`src/rtl/boule_rouge_scheduler.sv`:
```
// Red-ball spawn scheduler: paces spawn attempts, picks the lowest free ball slot
// and hands it an entry cube plus a 6-step random down-path from a Galois LFSR.
module boule_rouge_scheduler #(
  parameter int          N_BALL      = 2,
  parameter logic [31:0] SPAWN_DELAY = 32'd50000000,
  parameter logic [15:0] LFSR_SEED   = 16'hACE1
) (
  input  logic                   clk,
  input  logic                   reset,
  input  logic                   e_start_qb,
  input  logic                   e_pause_qb,
  input  logic                   e_resume_qb,
  input  logic                   KO_qb,
  input  logic                   freeze_power,
  input  logic [20:0]            xy_cube2,
  input  logic [20:0]            xy_cube3,
  input  logic [N_BALL-1:0]      br_end,
  output logic [N_BALL-1:0]      e_enable_br,
  output logic [6*N_BALL-1:0]    e_move_br,
  output logic [21*N_BALL-1:0]   e_XY0_br,
  output logic [N_BALL-1:0]      br_active,
  output logic [7:0]             spawn_cnt,
  output logic [1:0]             sched_state
);

  localparam logic [1:0]  ST_STOP  = 2'd0;
  localparam logic [1:0]  ST_RUN   = 2'd1;
  localparam logic [1:0]  ST_PAUSE = 2'd2;
  localparam logic [31:0] TERM     = SPAWN_DELAY - 32'd1;
  localparam logic [15:0] SEED     = (LFSR_SEED == 16'h0000) ? 16'h0001 : LFSR_SEED;

  logic [1:0]             state_q, state_d;
  logic [31:0]            timer_q, timer_d;
  logic [15:0]            lfsr_q, lfsr_d;
  logic [N_BALL-1:0]      end_q;
  logic [N_BALL-1:0]      active_q, active_d;
  logic [7:0]             cnt_q, cnt_d;
  logic [N_BALL-1:0]      en_q, en_d;
  logic [6*N_BALL-1:0]    move_q, move_d;
  logic [21*N_BALL-1:0]   xy_q, xy_d;
  logic [N_BALL-1:0]      rise;
  logic [N_BALL-1:0]      pick;
  logic                   found;
  logic                   restart;

  always_comb begin
    lfsr_d = {1'b0, lfsr_q[15:1]} ^ (lfsr_q[0] ? 16'hB400 : 16'h0000);
    rise   = br_end & ~end_q;

    // Lowest-index slot that is free as of the registered occupancy.
    pick  = '0;
    found = 1'b0;
    for (int i = 0; i < N_BALL; i++) begin
      if (!active_q[i] && !found) begin
        pick[i] = 1'b1;
        found   = 1'b1;
      end
    end

    state_d  = state_q;
    timer_d  = timer_q;
    active_d = active_q & ~rise;
    cnt_d    = cnt_q;
    en_d     = '0;
    move_d   = move_q;
    xy_d     = xy_q;
    restart  = 1'b0;

    case (state_q)
      ST_STOP: begin
        timer_d = '0;
        if (e_start_qb) begin
          state_d = ST_RUN;
          restart = 1'b1;
        end
      end
      ST_RUN: begin
        if (e_start_qb) begin
          restart = 1'b1;
        end else if (e_pause_qb) begin
          state_d = ST_PAUSE;
        end else if (KO_qb) begin
          timer_d = '0;
        end else if (!freeze_power) begin
          if (timer_q == TERM) begin
            // Without a free slot the timer parks here and the spawn stays pending.
            if (found) begin
              en_d     = pick;
              active_d = active_d | pick;
              cnt_d    = (cnt_q == 8'hFF) ? cnt_q : cnt_q + 8'd1;
              timer_d  = '0;
              for (int i = 0; i < N_BALL; i++) begin
                if (pick[i]) begin
                  move_d[6*i +: 6]  = lfsr_q[5:0];
                  xy_d[21*i +: 21]  = lfsr_q[6] ? xy_cube3 : xy_cube2;
                end
              end
            end
          end else begin
            timer_d = timer_q + 32'd1;
          end
        end
      end
      ST_PAUSE: begin
        if (e_start_qb) begin
          state_d = ST_RUN;
          restart = 1'b1;
        end else if (e_resume_qb) begin
          state_d = ST_RUN;
        end
      end
      default: state_d = ST_STOP;
    endcase

    // Instances reinitialise on start themselves, so slots are released without br_end.
    if (restart) begin
      timer_d  = '0;
      active_d = '0;
      cnt_d    = '0;
    end
  end

  always_ff @(posedge clk or posedge reset) begin
    if (reset) begin
      state_q  <= ST_STOP;
      timer_q  <= '0;
      lfsr_q   <= SEED;
      end_q    <= '1;
      active_q <= '0;
      cnt_q    <= '0;
      en_q     <= '0;
      move_q   <= '0;
      xy_q     <= '0;
    end else begin
      state_q  <= state_d;
      timer_q  <= timer_d;
      lfsr_q   <= lfsr_d;
      end_q    <= br_end;
      active_q <= active_d;
      cnt_q    <= cnt_d;
      en_q     <= en_d;
      move_q   <= move_d;
      xy_q     <= xy_d;
    end
  end

  assign e_enable_br = en_q;
  assign e_move_br   = move_q;
  assign e_XY0_br    = xy_q;
  assign br_active   = active_q;
  assign spawn_cnt   = cnt_q;
  assign sched_state = state_q;

endmodule

```
`config.mk`:
```
export PLATFORM = sky130hd
export DESIGN_NAME = boule_rouge_scheduler
export DESIGN_NICKNAME = d
export VERILOG_FILES = /design/src/rtl/boule_rouge_scheduler.sv
export SDC_FILE = /design/constraint.sdc
export NUM_CORES = 1
export LEC_CHECK = 0
export ABC_CLOCK_PERIOD_IN_PS = 3600
export CORE_MARGIN = 1
export CORE_UTILIZATION = 46
export CTS_CLUSTER_SIZE = 30
export DETAILED_ROUTE_END_ITERATION = 6
export PLACE_DENSITY = 0.77
export SLEW_MARGIN = 5
export SYNTH_ARGS = -nofsm -noshare
export SYNTH_HDL_FRONTEND = slang
export SYNTH_SLANG_ARGS = --single-unit
```
`constraint.sdc`:
```
create_clock -name clk -period 3.6 [get_ports clk]
set_input_delay 0.72 -clock clk [delete_from_list [all_inputs] [get_ports clk]]
set_output_delay 0.72 -clock clk [all_outputs]
set_load 0.02 [all_outputs]
```
# Yosys cells after proc, flatten, opt, wreduce, memory -nomap -nowiden
# Cells that the tools add are included.
word_totals:
  ff_bits: 118
  out_inout_bits: 68
  word_cells: 99
  inputBits: 51
op_classes:
  n_eq_ne: 17
  mux: 45
  bitwise: 11
  reduce_logical: 13
  add_sub_neg: 2
ops:
  columns: ["op", "n"]
  rows:
  - ["$mux 32", 7]
  - ["$mux 8", 9]
  - ["$pmux 32 s2", 1]
  - ["$mux 2", 20]
  - ["$add 32x1->32 const B", 1]
  - ["$eq 32x26->1 const B", 1]
  - ["$reduce_and 8->1", 3]
  - ["$mux 21", 1]
  - ["$mux 16", 1]
  - ["$xor 15x16->16", 1]
  - ["$ne 3x3->1 const B", 3]
  - ["$add 8x1->8 const B", 1]
  - ["$eq 8x8->1 const B", 1]
  - ["$ne 2x1->1 const B", 4]
  - ["$ne 2x2->1 const B", 4]
  - ["$pmux 2 s3", 1]
  - ["$reduce_bool 2->1", 3]
  - ["$mux 1", 5]
  - ["$ne 5x5->1 const B", 1]
  - ["$not 1->1", 5]
  - ["$reduce_and 5->1", 1]
  - ["$and 2x2->2", 2]
  - ["$ne 4x4->1 const B", 1]
  - ["$not 2->2", 2]
  - ["other kinds (9)", 9]

# Longest topological paths before layout
depth:
  ltp_word: 13
  ltp_mapped: 8
  depth_no_buf: 6

# Worst setup path before layout
# OpenSTA, ideal clock, no wires.
synth_path:
  path_kind: "in2reg"
  startpoint: "input port e_start_qb"
  endpoint: "register cnt_q[2] (netlist: spawn_cnt[2])"
  cell_stages: 8
  required_time_ps: 3517
  setup_time_ps: 83
  t_arrival_ps: 2371
  path_buffers: 3
  setup_slack_ps: 1146
  path_cell_list: "buf_2 -> or3_1 -> nor3_2 -> buf_4 -> nand2_2 -> buf_6 -> or4_1 -> a21oi_1"
synth_via:
  elab_chain_cells: 4
  word_cells_on_any_way: 12
  cone_classes: "eq/ne: 5; mux: 3; reduce/logical: 4"
synth_rtl:
  columns: ["element", "line_no", "text"]
  rows:
  - ["from (decl)", "10", "input logic e_start_qb,"]
  - ["$mux 1", "72, 78, 105", null]
  - ["$mux 1", null, null]
  - ["$ne 2x2->1 (no source line) (tied with other cells)", null, null]
  - ["$reduce_and 8->1 (no source line)", null, null]
  - ["to (signal assigned)", "140", "cnt_q <= cnt_d;"]
  - ["to (decl)", "37", "logic [7:0] cnt_q, cnt_d;"]
# Several ways; a longest one is shown, not always the timed one.
# A chain may end at the register's enable or synchronous reset.

# Final worst setup path
layout_path:
  startpoint: "input port freeze_power"
  endpoint: "register timer_q[31]"
layout_via:
  elab_chain_cells: 2
layout_rtl:
  columns: ["element", "line_no", "text"]
  rows:
  - ["from (decl)", "14", "input logic freeze_power,"]
  - ["$ne 4x4->1 (no source line)", null, null]
  - ["$reduce_and 5->1 (no source line)", null, null]
  - ["to (signal assigned)", "136", "timer_q <= timer_d;"]
  - ["to (decl)", "33", "logic [31:0] timer_q, timer_d;"]
# No other way between the ends.

==> run_results.csv <==
group,metric,value,unit
worst_setup_path,crit_fanout,13,
min_path,hold_path.class,"reg -> reg",
global_routing,busiest_layer,"met2",
detailed_routing,detail_route.wl_per_cell,17.35,um
timing,rsz0062_at_grt,"no",
logic_synthesis,syn_avg_cell_area,11.86,um2
logic_synthesis,synth_nets,509,
worst_setup_path,crit-reg2reg-launch,"sched_state[1]$_DFFE_PP0P_",
logic_synthesis,postSynthCellCount,456,
logic_synthesis,yosysWarnings,0,
floorplan,die_width,110.4,um
min_path,hold_start,"lfsr_q[12]$_DFF_PP0_",
logic_synthesis,syn-cell-area,5409,um2
global_routing,gr-total-overflow,0,
layout,postLayoutCellArea,7351,um2
layout,fillers,866,
layout,final_cell_count_no_fill,739,
power,vdd_drop_max,282.5,uV
global_routing,gr-usage-met1,27.87,%
floorplan,die_area,12200,um2
global_routing,antenna_found_initial,0,
cts,cts_root_buf,"clkbuf_16",
power,p_per_area,434.3,nW/um2
timing,fin_skew,0.005476,ns
floorplan,core,11420,um2
place,port-buffer-count,118,
cts,cts_tree,"built",
layout,finalNetCount,636,
detailed_routing,route.detailed.drc,0,
detailed_routing,vias_per_cell,5.746,
worst_setup_path,arrival,3.09,ns
floorplan,boundaryPins,119,
floorplan,die_h,110.4,um
place,dpl_cell_area,6750,um2
timing,setup_tns,0,ns
detailed_routing,drt_pass1_iterations,4,
cts,cts_buffer_depth,2,
cts,cts_resized,0,
cts,h-tree-depth,4,
layout,final_cell_mix,"118 x clkdlybuf4s50_1, 108 x dfrtp_1, 75 x mux2_2, 31 x a21oi_1, 22 x o21ai_0",
logic_synthesis,synth_area_leader_cell,"dfrtp_1",
timing,setup_viol,0,
floorplan,initial_core_util,47.37,%
timing,period_needed,2.764,ns
timing,final_max_slew_viol_count,0,
global_routing,track_usage,22.32,%
worst_setup_path,critPathLaunch,"freeze_power",
logic_synthesis,synth_edf_count,0,
cts,cts.sinks,118,
timing,fmax,361.8,MHz
power,p_leak,3.115,nW
place,placed_cells,707,
floorplan,rows,39,
cts,numCtsBuffers,17,
logic_synthesis,synth.top_cell.area_share,49.97,%
global_routing,grt_pass1_wl,21690,um
logic_synthesis,ys_ff_latch,118,
detailed_routing,routed_wl,12820,um
worst_setup_path,worstPathRequired,3.92,ns
layout,fin_util,64.38,%
worst_setup_path,end_kind,"flop",
detailed_routing,final_antenna_net_count,0,
timing,tightest_slew,0.7401,ns
logic_synthesis,synth_area_leaders,"dfrtp_1 50%, mux2_2 16%, dfstp_2 4.9%",
logic_synthesis,ys_seq_area_share,54.82,%
cts,cts_setup_buffers,0,
logic_synthesis,synthArstFlopShare,100.0,%
cts,cts_hold_buffers,0,
place,gp_congestion,0.8598,
worst_setup_path,path_class,"in -> reg",
global_routing,use_met3,6.422,%
layout,num_antenna_cells,0,
timing,hold_viol,0,
detailed_routing,dr_total_vias,4246,
layout,syn2layout_area_growth,35.90,%
global_routing,first_global_vias,4271,
global_routing,grt_max_degree,83,
timing,relSlewSlack,50.66,%
timing,final.period_utilization,76.77,%
global_routing,use_met2,37.47,%
run,maxCapViolations,0,
power,power.total,3.192,mW
logic_synthesis,ys_types,50,
cts,clkSlewWorstSetupHoldPaths,0.06,ns
detailed_routing,first_iter_violations,359,
place,hpwlAfterDp,8816,um
cts,clk_latency,0.41,ns
worst_setup_path,rrSetupSlack,1.20,ns
worst_setup_path,start_kind,"input port",
layout,drive_gt1_share,23.15,%
layout,final_common_cell,"clkdlybuf4s50_1",
outcome,status,"completed",
logic_synthesis,synth_flop_cell,"dfrtp_1",
## path summary, 6_finish.rpt
path                                      endpoint  cells after the start
max                        timer_q[31]$_DFFE_PP0P_                      6
min                           lfsr_q[11]$_DFF_PP1_                      0
max reg2reg                timer_q[31]$_DFFE_PP0P_                      4
min reg2reg                   lfsr_q[11]$_DFF_PP1_                      0
max in group asynchronous      lfsr_q[0]$_DFF_PP1_                      3
min in group asynchronous      lfsr_q[4]$_DFF_PP0_                      3
## registers in the layout, indices dropped and copies added, names as in the netlist
name,count
br_active,2
e_XY0_br,42
e_enable_br,2
e_move_br,12
end_q,2
lfsr_q,16
sched_state,2
spawn_cnt,8
timer_q,32
## where the power goes
group | switching (mW) | total (mW) | internal, mW
logic | 0.0891 | 0.172 | 0.0825
clock network | 0.618 | 1.68 | 1.06
registers | 0.00952 | 1.34 | 1.33
total | 0.717 | 3.19 | 2.48
## Yosys cell counts (2+ instances only)
library cell	instances
nor4bb_1	4
buf_6	2
nand4_1	15
xor2_1	7
nor4b_1	2
dfstp_2	10
nor2b_1	4
mux2_2	75
buf_4	3
nor2_1	12
nand3_1	21
o21ai_0	22
clkbuf_1	6
inv_1	10
buf_1	2
or3_1	16
a21oi_1	31
a31oi_1	2
buf_2	7
or4_1	11
nand2_1	18
dfrtp_1	108
xnor2_1	2
nand4b_1	3
nor4_1	7
o31ai_1	15
ha_1	2
and3_1	8
nor3_1	6
nand2b_1	3
and4_1	3
## kinds of logic (layout without fill, tap and decap cells)
family | Yosys count | in the layout | share of synthesized area, %
and+or+nand+nor | 144 | 144 | 16.12
DFF | 118 | 118 | 54.82
AOI/OAI and AO/OA | 78 | 78 | 8.791
muxes | 75 | 75 | 15.61
buffers and inverters | 30 | 170 | 2.730
xor gates and xnor gates | 9 | 9 | 1.457
adders and majority gates | 2 | 2 | 0.4626
## per-layer routing
metal	wire length [um]	vias to the layer above
li1	-	1964
met3	716	16
met5	0	-
met4	160	0
met2	6474	133
met1	5470	2133
## metrics by stage
| stage | hold slack, ns | worst slack (ns) |
|---|---|---|
| after floorplan | 0.3312 | 1.146 |
| after global placement | 0.3365 | 0.5548 |
| after detailed placement | 0.3425 | 0.4900 |
| after CTS | 0.3531 | 0.8741 |
| after global routing | 0.3532 | 0.6942 |
| final | 0.3506 | 0.8361 |
## cell type report
| cell class | count | area (um2) | share of cell area, % |
|---|---|---|---|
| sequential | 118 | 2965 | 40.34 |
| multi-input combinational | 308 | 2296 | 31.23 |
| timing repair buffer | 128 | 1269 | 17.26 |
| clock buffer | 19 | 452.9 | 6.162 |
| tap | 143 | 178.9 | 2.434 |
| clock inverter | 13 | 147.6 | 2.009 |
| inverter | 10 | 41.29 | 0.5617 |
## critical path, cell delays in order
cell             delay [ns]
clkdlybuf4s50_1        0.48
nor2b_1                0.19
o311ai_4               0.40
nand4_1                0.47
or4_1                  0.65
a21oi_1                0.18
Note: power is estimated with default switching activity, not from simulation.
